`src/rtl/gf32_mul_arbiter_pkg.sv`:
```
// Shared definitions for the GF(2^32) multiplier arbiter.
//   state_t        : 2-bit FSM encoding (S_IDLE, S_ISSUE, S_WAIT, S_RELEASE)
//   DEFAULT_N_REQ  : default number of requesters
//   GF32_W         : field element width in bits
package sdith_arb_pkg;

    localparam int DEFAULT_N_REQ = 4;
    localparam int GF32_W        = 32;

    typedef enum logic [1:0] {
        S_IDLE    = 2'd0,
        S_ISSUE   = 2'd1,
        S_WAIT    = 2'd2,
        S_RELEASE = 2'd3
    } state_t;

endpackage

```
`src/rtl/gf32_mul_arbiter_if.sv`:
```
// Requester/multiplier bundle for gf32_mul_arbiter.
//   slave  : arbiter view (requests and multiplier results in; grants, pulses,
//            operands and result out)
//   master : requester/multiplier/testbench view (directions mirrored)
// Operand lanes are packed 32 bits per requester, requester r at [32r+31:32r].
interface gf32_mul_arbiter_if
    import sdith_arb_pkg::*;
#(
    parameter int N_REQ = DEFAULT_N_REQ
);
    logic [N_REQ-1:0]        i_req;
    logic [GF32_W*N_REQ-1:0] i_x;
    logic [GF32_W*N_REQ-1:0] i_y;
    logic [N_REQ-1:0]        o_grant;
    logic [N_REQ-1:0]        o_done;
    logic [GF32_W-1:0]       o_result;
    logic                    o_start_mul32;
    logic [GF32_W-1:0]       o_x_mul32;
    logic [GF32_W-1:0]       o_y_mul32;
    logic [GF32_W-1:0]       i_o_mul32;
    logic                    i_done_mul32;
    logic                    o_busy;

    modport slave (
        input  i_req, i_x, i_y, i_o_mul32, i_done_mul32,
        output o_grant, o_done, o_result, o_start_mul32,
               o_x_mul32, o_y_mul32, o_busy
    );

    modport master (
        output i_req, i_x, i_y, i_o_mul32, i_done_mul32,
        input  o_grant, o_done, o_result, o_start_mul32,
               o_x_mul32, o_y_mul32, o_busy
    );
endinterface

```
`src/rtl/gf32_mul_arbiter_rr_priority_picker.sv`:
```
// Combinational rotating-priority picker.
//   i_req   : request vector
//   i_ptr   : index where the search starts (tie to 0 for fixed priority)
//   o_grant : one-hot winner, all-zero when no request
//   o_idx   : binary index of the winner
//   o_valid : at least one request present
module rr_priority_picker #(
    parameter int N_REQ = 4,
    parameter int IDX_W = $clog2(N_REQ)
) (
    input  logic [N_REQ-1:0] i_req,
    input  logic [IDX_W-1:0] i_ptr,
    output logic [N_REQ-1:0] o_grant,
    output logic [IDX_W-1:0] o_idx,
    output logic             o_valid
);

    always_comb begin
        int               cand;
        logic [IDX_W-1:0] cand_idx;
        o_grant  = '0;
        o_idx    = '0;
        o_valid  = 1'b0;
        cand     = 0;
        cand_idx = '0;
        for (int k = 0; k < N_REQ; k++) begin
            // i_ptr is always < N_REQ, so one wrap subtraction is enough.
            cand = int'(i_ptr) + k;
            if (cand >= N_REQ) begin
                cand = cand - N_REQ;
            end
            cand_idx = IDX_W'(cand);
            if (!o_valid && i_req[cand_idx]) begin
                o_valid           = 1'b1;
                o_grant[cand_idx] = 1'b1;
                o_idx             = cand_idx;
            end
        end
    end

endmodule

```
`src/rtl/gf32_mul_arbiter.sv`:
```
// Shares one GF(2^32) multiplier between N_REQ requesters.
// Ports:
//   i_clk   : rising-edge clock
//   i_rst_n : synchronous active-low reset
//   arb     : gf32_mul_arbiter_if.slave (requests, operands, grants, done
//             pulses, shared result, multiplier start/operands/product)
// Optional feature: define GF32_ARB_ROUND_ROBIN_EN for round-robin arbitration;
// otherwise fixed priority, lowest index wins, and no pointer register exists.
//
// Timing: a request seen in S_IDLE moves to S_ISSUE; the start pulse is
// registered out of S_ISSUE, so it appears 2 cycles after i_req rises.
// o_done and o_result are registered on i_done_mul32, so they appear 1 cycle
// after the multiplier's done.
module gf32_mul_arbiter
    import sdith_arb_pkg::*;
#(
    parameter int N_REQ = DEFAULT_N_REQ,
    parameter int IDX_W = $clog2(N_REQ)
) (
    input  logic              i_clk,
    input  logic              i_rst_n,
    gf32_mul_arbiter_if.slave arb
);

    state_t            state_reg, state_next;
    logic [N_REQ-1:0]  grant_reg, grant_next;
    logic [N_REQ-1:0]  done_reg, done_next;
    logic [GF32_W-1:0] result_reg, result_next;
    logic [GF32_W-1:0] x_reg, x_next;
    logic [GF32_W-1:0] y_reg, y_next;
    logic              start_reg, start_next;

    logic [N_REQ-1:0]  pick_grant;
    logic [IDX_W-1:0]  pick_idx;
    logic              pick_valid;
    logic [IDX_W-1:0]  pick_ptr;

    logic [GF32_W-1:0] x_lane [N_REQ];
    logic [GF32_W-1:0] y_lane [N_REQ];

    for (genvar gi = 0; gi < N_REQ; gi++) begin : g_lane
        assign x_lane[gi] = arb.i_x[GF32_W*gi +: GF32_W];
        assign y_lane[gi] = arb.i_y[GF32_W*gi +: GF32_W];
    end

    rr_priority_picker #(
        .N_REQ (N_REQ),
        .IDX_W (IDX_W)
    ) u_picker (
        .i_req   (arb.i_req),
        .i_ptr   (pick_ptr),
        .o_grant (pick_grant),
        .o_idx   (pick_idx),
        .o_valid (pick_valid)
    );

`ifdef GF32_ARB_ROUND_ROBIN_EN
    // Pointer holds the index where the next search begins (last winner + 1).
    logic [IDX_W-1:0] ptr_reg, ptr_next;

    always_comb begin
        ptr_next = ptr_reg;
        if (state_reg == S_IDLE && pick_valid) begin
            ptr_next = (pick_idx == IDX_W'(N_REQ - 1)) ? '0 : pick_idx + 1'b1;
        end
    end

    always_ff @(posedge i_clk) begin
        if (!i_rst_n) begin
            ptr_reg <= '0;
        end else begin
            ptr_reg <= ptr_next;
        end
    end

    assign pick_ptr = ptr_reg;
`else
    assign pick_ptr = '0;
`endif

    // Next-state and next-output logic. Operands are captured only on the
    // S_IDLE -> S_ISSUE transition; grant is held untouched until S_RELEASE
    // exits, so an owner dropping its request cannot disturb the operation.
    always_comb begin
        state_next  = state_reg;
        grant_next  = grant_reg;
        x_next      = x_reg;
        y_next      = y_reg;
        result_next = result_reg;
        start_next  = 1'b0;
        done_next   = '0;
        case (state_reg)
            S_IDLE: begin
                if (pick_valid) begin
                    state_next = S_ISSUE;
                    grant_next = pick_grant;
                    x_next     = x_lane[pick_idx];
                    y_next     = y_lane[pick_idx];
                end
            end
            S_ISSUE: begin
                state_next = S_WAIT;
                start_next = 1'b1;
            end
            S_WAIT: begin
                // Multiplier done is only honoured here; elsewhere it is noise.
                if (arb.i_done_mul32) begin
                    state_next  = S_RELEASE;
                    result_next = arb.i_o_mul32;
                    done_next   = grant_reg;
                end
            end
            S_RELEASE: begin
                state_next = S_IDLE;
                grant_next = '0;
            end
            default: begin
                state_next = S_IDLE;
                grant_next = '0;
            end
        endcase
    end

    always_ff @(posedge i_clk) begin
        if (!i_rst_n) begin
            state_reg  <= S_IDLE;
            grant_reg  <= '0;
            done_reg   <= '0;
            result_reg <= '0;
            x_reg      <= '0;
            y_reg      <= '0;
            start_reg  <= 1'b0;
        end else begin
            state_reg  <= state_next;
            grant_reg  <= grant_next;
            done_reg   <= done_next;
            result_reg <= result_next;
            x_reg      <= x_next;
            y_reg      <= y_next;
            start_reg  <= start_next;
        end
    end

    assign arb.o_grant       = grant_reg;
    assign arb.o_done        = done_reg;
    assign arb.o_result      = result_reg;
    assign arb.o_start_mul32 = start_reg;
    assign arb.o_x_mul32     = x_reg;
    assign arb.o_y_mul32     = y_reg;
    assign arb.o_busy        = (state_reg != S_IDLE);

endmodule
```
`src/flat_wrapper.sv`:
```
// flat-port wrapper written by rule: the top's interface ports become plain ports
module gf32_mul_arbiter_flat import sdith_arb_pkg::*;
#(
    parameter int N_REQ = DEFAULT_N_REQ,
    parameter int IDX_W = $clog2(N_REQ)
)
  (i_clk, i_rst_n, arb_i_req, arb_i_x, arb_i_y, arb_i_o_mul32, arb_i_done_mul32, arb_o_grant, arb_o_done, arb_o_result, arb_o_start_mul32, arb_o_x_mul32, arb_o_y_mul32, arb_o_busy);
  gf32_mul_arbiter_if #(.N_REQ(N_REQ)) arb_i ();
  input  logic i_clk;
  input  logic i_rst_n;
  input wire logic [$bits(arb_i.i_req)-1:0] arb_i_req;
  input wire logic [$bits(arb_i.i_x)-1:0] arb_i_x;
  input wire logic [$bits(arb_i.i_y)-1:0] arb_i_y;
  input wire logic [$bits(arb_i.i_o_mul32)-1:0] arb_i_o_mul32;
  input wire logic [$bits(arb_i.i_done_mul32)-1:0] arb_i_done_mul32;
  output wire logic [$bits(arb_i.o_grant)-1:0] arb_o_grant;
  output wire logic [$bits(arb_i.o_done)-1:0] arb_o_done;
  output wire logic [$bits(arb_i.o_result)-1:0] arb_o_result;
  output wire logic [$bits(arb_i.o_start_mul32)-1:0] arb_o_start_mul32;
  output wire logic [$bits(arb_i.o_x_mul32)-1:0] arb_o_x_mul32;
  output wire logic [$bits(arb_i.o_y_mul32)-1:0] arb_o_y_mul32;
  output wire logic [$bits(arb_i.o_busy)-1:0] arb_o_busy;
  assign arb_i.i_req = arb_i_req;
  assign arb_i.i_x = arb_i_x;
  assign arb_i.i_y = arb_i_y;
  assign arb_i.i_o_mul32 = arb_i_o_mul32;
  assign arb_i.i_done_mul32 = arb_i_done_mul32;
  assign arb_o_grant = arb_i.o_grant;
  assign arb_o_done = arb_i.o_done;
  assign arb_o_result = arb_i.o_result;
  assign arb_o_start_mul32 = arb_i.o_start_mul32;
  assign arb_o_x_mul32 = arb_i.o_x_mul32;
  assign arb_o_y_mul32 = arb_i.o_y_mul32;
  assign arb_o_busy = arb_i.o_busy;
  gf32_mul_arbiter #(.N_REQ(N_REQ), .IDX_W(IDX_W)) u_core (.i_clk(i_clk), .i_rst_n(i_rst_n), .arb(arb_i));
endmodule
```
`config.mk`:
```
export PLATFORM = sky130hd
export DESIGN_NAME = gf32_mul_arbiter_flat
export DESIGN_NICKNAME = d
export VERILOG_FILES = /design/src/rtl/gf32_mul_arbiter_pkg.sv /design/src/rtl/gf32_mul_arbiter_if.sv /design/src/rtl/gf32_mul_arbiter_rr_priority_picker.sv /design/src/rtl/gf32_mul_arbiter.sv /design/src/flat_wrapper.sv
export SDC_FILE = /design/constraint.sdc
export NUM_CORES = 1
export LEC_CHECK = 0
export ABC_AREA = 1
export ABC_CLOCK_PERIOD_IN_PS = 3800
export CORE_AREA = 2 2 156 158
export CTS_BUF_LIST = sky130_fd_sc_hd__clkbuf_4 sky130_fd_sc_hd__clkbuf_8 sky130_fd_sc_hd__clkbuf_16
export DETAILED_ROUTE_END_ITERATION = 16
export DIE_AREA = 0 0 158 160
export PLACE_DENSITY = 0.67
export SYNTH_ARGS = -nofsm -noshare
export SYNTH_HDL_FRONTEND = slang
export SYNTH_SLANG_ARGS = --single-unit
```
`constraint.sdc`:
```
create_clock -name i_clk -period 3.8 [get_ports i_clk]
set_input_delay 0.76 -clock i_clk [delete_from_list [all_inputs] [get_ports i_clk]]
set_output_delay 0.76 -clock i_clk [all_outputs]
set_load 0.005 [all_outputs]
```
; After elaboration in Yosys (flattened, before gate mapping)
; Cells that the tools add are included.
[op_classes]
mul = 0
n_shift = 0
addsub = 0
mux = 23
eq_ne = 5
n_lt_le_gt_ge = 1
div_mod_pow = 0
n_reduce_logical = 14
bitwise_logic = 1
[ops]
columns = operator, count
row1 = binary-select mux 32 bit (select 2 bit), 2
row2 = two-way mux 32 bit, 4
row3 = two-way mux 2 bit, 5
row4 = two-way mux 4 bit, 2
row5 = one-hot mux 2 bit (4 select lines), 1
row6 = one-hot mux 4 bit (2 select lines), 1
row7 = AND reduction 2 bit, 4
row8 = two-way mux 1 bit, 7
row9 = "== test 2 bit, second input constant", 2
row10 = nonzero test 2 bit, 2
row11 = "greater-or-equal comparator 3 bit, second input constant", 1
row12 = logical AND 1 bit, 3
row13 = logical NOT 1 bit, 3
row14 = two-way mux 3 bit, 1
row15 = NOT 2 -> 3 bit, 1
row16 = AND reduction 3 bit, 1
row17 = "== test 2 x 1 -> 1 bit, second input constant", 1
row18 = logical NOT 2 bit, 1
row19 = "!= test 2 x 1 -> 1 bit, second input constant", 1
row20 = "!= test 2 bit, second input constant", 1
[totals]
inputBits = 295
ramBits = 0
mem_count = 0
ff_bits = 107
rom_bits = 0
elab_cells = 51
latchBits = 0

; Depth between registers and ports, before layout
[depth]
depth_word = 14
mapped_depth = 11
ltp_nobuf = 9

; By module
; Synthesis repeated with hierarchy kept, for this count alone.
[unflattened]
cells_unflattened = 978
hier_area_um2 = 6304.8
[modules_own_cells]
columns = module, area_per_inst_um2, seq_area_each_um2, cells_each, instances
row1 = gf32_mul_arbiter, 5864.4, 2142.1, 904, 1
row2 = rr_priority_picker, 440.4, 0.0, 74, 1

; Worst setup path after synthesis
; No wires, ideal clock.
[synth_path]
path_type = input port to flip-flop
startpoint = input port arb_i_req[0]
endpoint = register u_core.x_reg[0] (netlist: u_core.arb.o_x_mul32[0])
setup_slack_ns = 2.061
path_buffers = 2
path_stages = 8
t_arrival_ns = 1.621
setup_ns = 0.117
path_cell_list = nor2_4 > nand3_2 > buf_2 > buf_6 > a21oi_1 > nor2_1 > nor2_1 > nor2_1
[synth_between]
elab_chain_len = 14
elab_cells_between_ends = 18
[synth_lines]
columns = item, line
row1 = "start, declared", flat_wrapper.sv:11  ; input wire logic [$bits(arb_i.i_req)-1:0] arb_i_req;
row2 = two-way mux 1 bit (*), gf32_mul_arbiter_rr_priority_picker.sv:33  ; if (!o_valid && i_req[cand_idx]) begin
row3 = logical NOT 1 bit, gf32_mul_arbiter_rr_priority_picker.sv:33
row4 = logical AND 1 bit, gf32_mul_arbiter_rr_priority_picker.sv:33
row5 = two-way mux 1 bit, gf32_mul_arbiter_rr_priority_picker.sv:33
row6 = logical NOT 1 bit, gf32_mul_arbiter_rr_priority_picker.sv:33
row7 = logical AND 1 bit, gf32_mul_arbiter_rr_priority_picker.sv:33
row8 = two-way mux 1 bit, gf32_mul_arbiter_rr_priority_picker.sv:33
row9 = logical NOT 1 bit, gf32_mul_arbiter_rr_priority_picker.sv:33
row10 = logical AND 1 bit, gf32_mul_arbiter_rr_priority_picker.sv:33
row11 = two-way mux 2 bit, gf32_mul_arbiter_rr_priority_picker.sv:33
row12 = NOT 2 -> 3 bit (not written as such), gf32_mul_arbiter.sv:97  ; x_next = x_lane[pick_idx];
row13 = binary-select mux 32 bit (select 2 bit), gf32_mul_arbiter.sv:97
row14 = two-way mux 32 bit (not written as such) (2 in a row), gf32_mul_arbiter.sv:97
row15 = "end signal, assigned", gf32_mul_arbiter.sv:138  ; x_reg <= x_next;
row16 = "end, declared", gf32_mul_arbiter.sv:29  ; logic [GF32_W-1:0] x_reg, x_next;
; Every way passes the cells marked *; elsewhere a longest branch is shown, timed or not. The select of a mux whose other input is x is not followed.
; A chain may end at the register's enable or synchronous reset.

; Worst setup path in the final report
[layout_path]
startpoint = register u_core.state_reg[0]
endpoint = output port arb_o_busy
[layout_between]
elab_chain_len = 1
[layout_lines]
columns = item, line
row1 = "start, declared", gf32_mul_arbiter.sv:25  ; state_t state_reg, state_next;
row2 = "start signal, assigned", gf32_mul_arbiter.sv:134  ; state_reg <= state_next;
row3 = nonzero test 2 bit, gf32_mul_arbiter.sv:150  ; assign arb.o_busy = (state_reg != S_IDLE);
row4 = "end, declared", flat_wrapper.sv:22  ; output wire logic [$bits(arb_i.o_busy)-1:0] arb_o_busy;
; No other way between the ends.

==> metrics.yaml <==
timing.fmax_ghz: 0.401
arrival_ns: 1.74
ys_seq_area_share_pct: 28.8
hp-class: "reg -> reg"
grt_pass1_vias: 8211
pwr-share-seq_pct: 33.0
finalHoldViolCount: 0
vias: 8967
cts-root-buf: "clkbuf_16"
route.detailed.drc: 0
post-route-period-util_pct: 65.7
rsz0062_at_grt: "false"
max_slew.worst_pin.slew_ns: 0.992
netlist_instances: 1372
p_clk_share_pct: 19.5
ff2ff_setup_slack_ns: 1.77
area_growth_pct: 59.4
wire_per_inst_um: 13.6
initial_core_util_pct: 31.2
path_clk_slew_ns: 0.08
crit_type: "reg -> out"
p_int_mw: 3.35
cts-buffers-inserted: 9
whs_ns: 0.460
wl_um: 27800
p_leak_nw: 6.17
synth_top_area_share_pct: 28.8
yosysTopAreaCell: "dfxtp_1"
numPortBuffers: 400
syn_area_um2: 7440
first_pass_iters: 5
placementRows: 57
drive_above_1_share_pct: 2.39
yosys_warnings: 0
avgViaCountPerCell: 4.38
die_y_um: 160
fin_skew_ns: 0.00915
grt_pass1_wl_um: 42300
switching_share_pct: 34.9
switchingPower_mw: 1.79
crit_slowest_cell: "clkdlybuf4s50_1"
fin_crit_ns: 2.50
cts_tree: "done"
drv_slew: 0
cts_resized: 0
combPwrFrac_pct: 47.5
dieWidth_um: 158
clock_path_buffers: 2
first_iter_violations: 448
cts_max_level: 3
die-area_um2: 25300
end_kind: "primary output"
netlist_top_cells_area: "dfxtp_1, nand2_1, inv_1"
setup_tns_ns: 0
path_buf_inv: 3
critPathMaxStageDelay_ns: 0.52
crit_fanout: 4
ys_types: 20
synth_nets: 1672
final_nets: 2014
worstPathRequired_ns: 3.04
path_cells: "inv_1, ha_1, inv_1, clkdlybuf4s50_1"
io_pins: 401
grt-ovfl-total: 0
gp_congestion: 0.877
max-cap-violations: 0
critPathTopFamily: "buffers and inverters"
grt_usage_pct: 21.2
antenna_left: 0
insertion_delay_ns: 0.35
relSlewSlack_pct: 33.8
cts_hold_buf: 0
power_density_nw_per_um2: 434
crit_top_cell: "inv_1"
ys_seq_elements: 107
core_area_um2: 23800
cts_sinks: 107
final-setup-viol-count: 0
antenna_found_initial: 2
status: "finished clean"
vdd_drop_max_mv: 0.233
hpwl_um: 21200
start_kind: "flop"
syn_avg_cell_area_um2: 5.43
grt_max_degree: 72
cts_setup_buffers: 0
routing by layer:
layer | share of wire, % | GRT usage (%) | vias up
met5 | 0 | 0 | -
met4 | 2.5 | 6.96 | 0
met3 | 8.0 | 5.26 | 36
met2 | 49 | 37.2 | 308
met1 | 41 | 25.1 | 3920
li1 | - | - | 4703
through the flow:
step                cell area [µm²]  setup WS (ns)  utilization, %  power, mW  std cells
global placement              11500           1.03            48.5       4.15       2027
global route                  11900           1.17            49.8       5.55       2044
finish                        11900           1.30            49.8       5.14       2045
detailed placement            11500           1.02            48.5       4.18       2027
floorplan                      7440           2.06               -       2.81       1372
CTS                           11900           1.29            49.8       5.21       2043
worst min-delay path: cells and delay by family, from the launching register on:
kind                   cells  cell delay, ns
buffers and inverters      1            0.06
DFF                        1            0.33
and+or+nand+nor            1            0.04
path summary, 6_finish.rpt:
check                         from  cells after the start                     end
max reg2reg    u_core.state_reg[0]                      8  u_core.arb.o_result[6]
min          u_core.arb.o_grant[1]                      2    u_core.arb.o_done[1]
min reg2reg  u_core.arb.o_grant[1]                      2    u_core.arb.o_done[1]
max            u_core.state_reg[0]                      4              arb_o_busy
cell usage after synthesis:
library cell / instances
buf_1: 6
clkbuf_1: 13
buf_4: 14
nand4_1: 3
o21ai_2: 1
buf_2: 42
buf_6: 10
inv_2: 2
nor2_1: 264
dfxtp_1: 107
nand2_2: 2
ha_1: 5
nand3_1: 71
nor2_4: 1
nand2_1: 391
a21oi_1: 69
nand3_2: 1
o21ai_0: 94
inv_1: 272
o21ai_1: 4
final cells by class:
class / count / area [µm²]
Clock inverter: 4 / 56.3
Clock buffer: 12 / 260
Inverter: 274 / 1030
Tap cell: 324 / 405
Sequential cell: 107 / 2140
Antenna cell: 2 / 5.00
Multi-Input combinational cell: 906 / 3800
Fill cell: 2503 / 12000
Timing Repair Buffer: 416 / 4170
power by group through the flow:
stage                     combinational, mW  sequential [mW]  clock, mW
after floorplan                        1.08             1.73          0
after global routing                   2.73             1.74       1.08
after global placement                 2.45             1.71          0
after CTS                              2.47             1.70       1.04
final                                  2.44             1.70       1.00
after detailed placement               2.46             1.72          0
cells in the final DEF (no fill, tap or decap), drive strengths merged:
cell / count
a21oi: 69
nand2: 393
nand4: 3
o21ai: 99
dfxtp: 107
inv: 275
nand3: 72
clkbuf: 12
buf: 17
nor2: 265
diode: 2
clkdlybuf4s50: 399
ha: 5
clkinv: 2
bufinv: 1
cells by family after synthesis:
family / share of synthesized area, %
buffers and inverters: 20.5
flip-flops: 28.8
AND/OR/NAND/NOR: 38.5
AO/OA/AOI/OAI: 11.3
adder cells (fa/ha/maj): 0.840
Power figures use the tool's default switching activity.
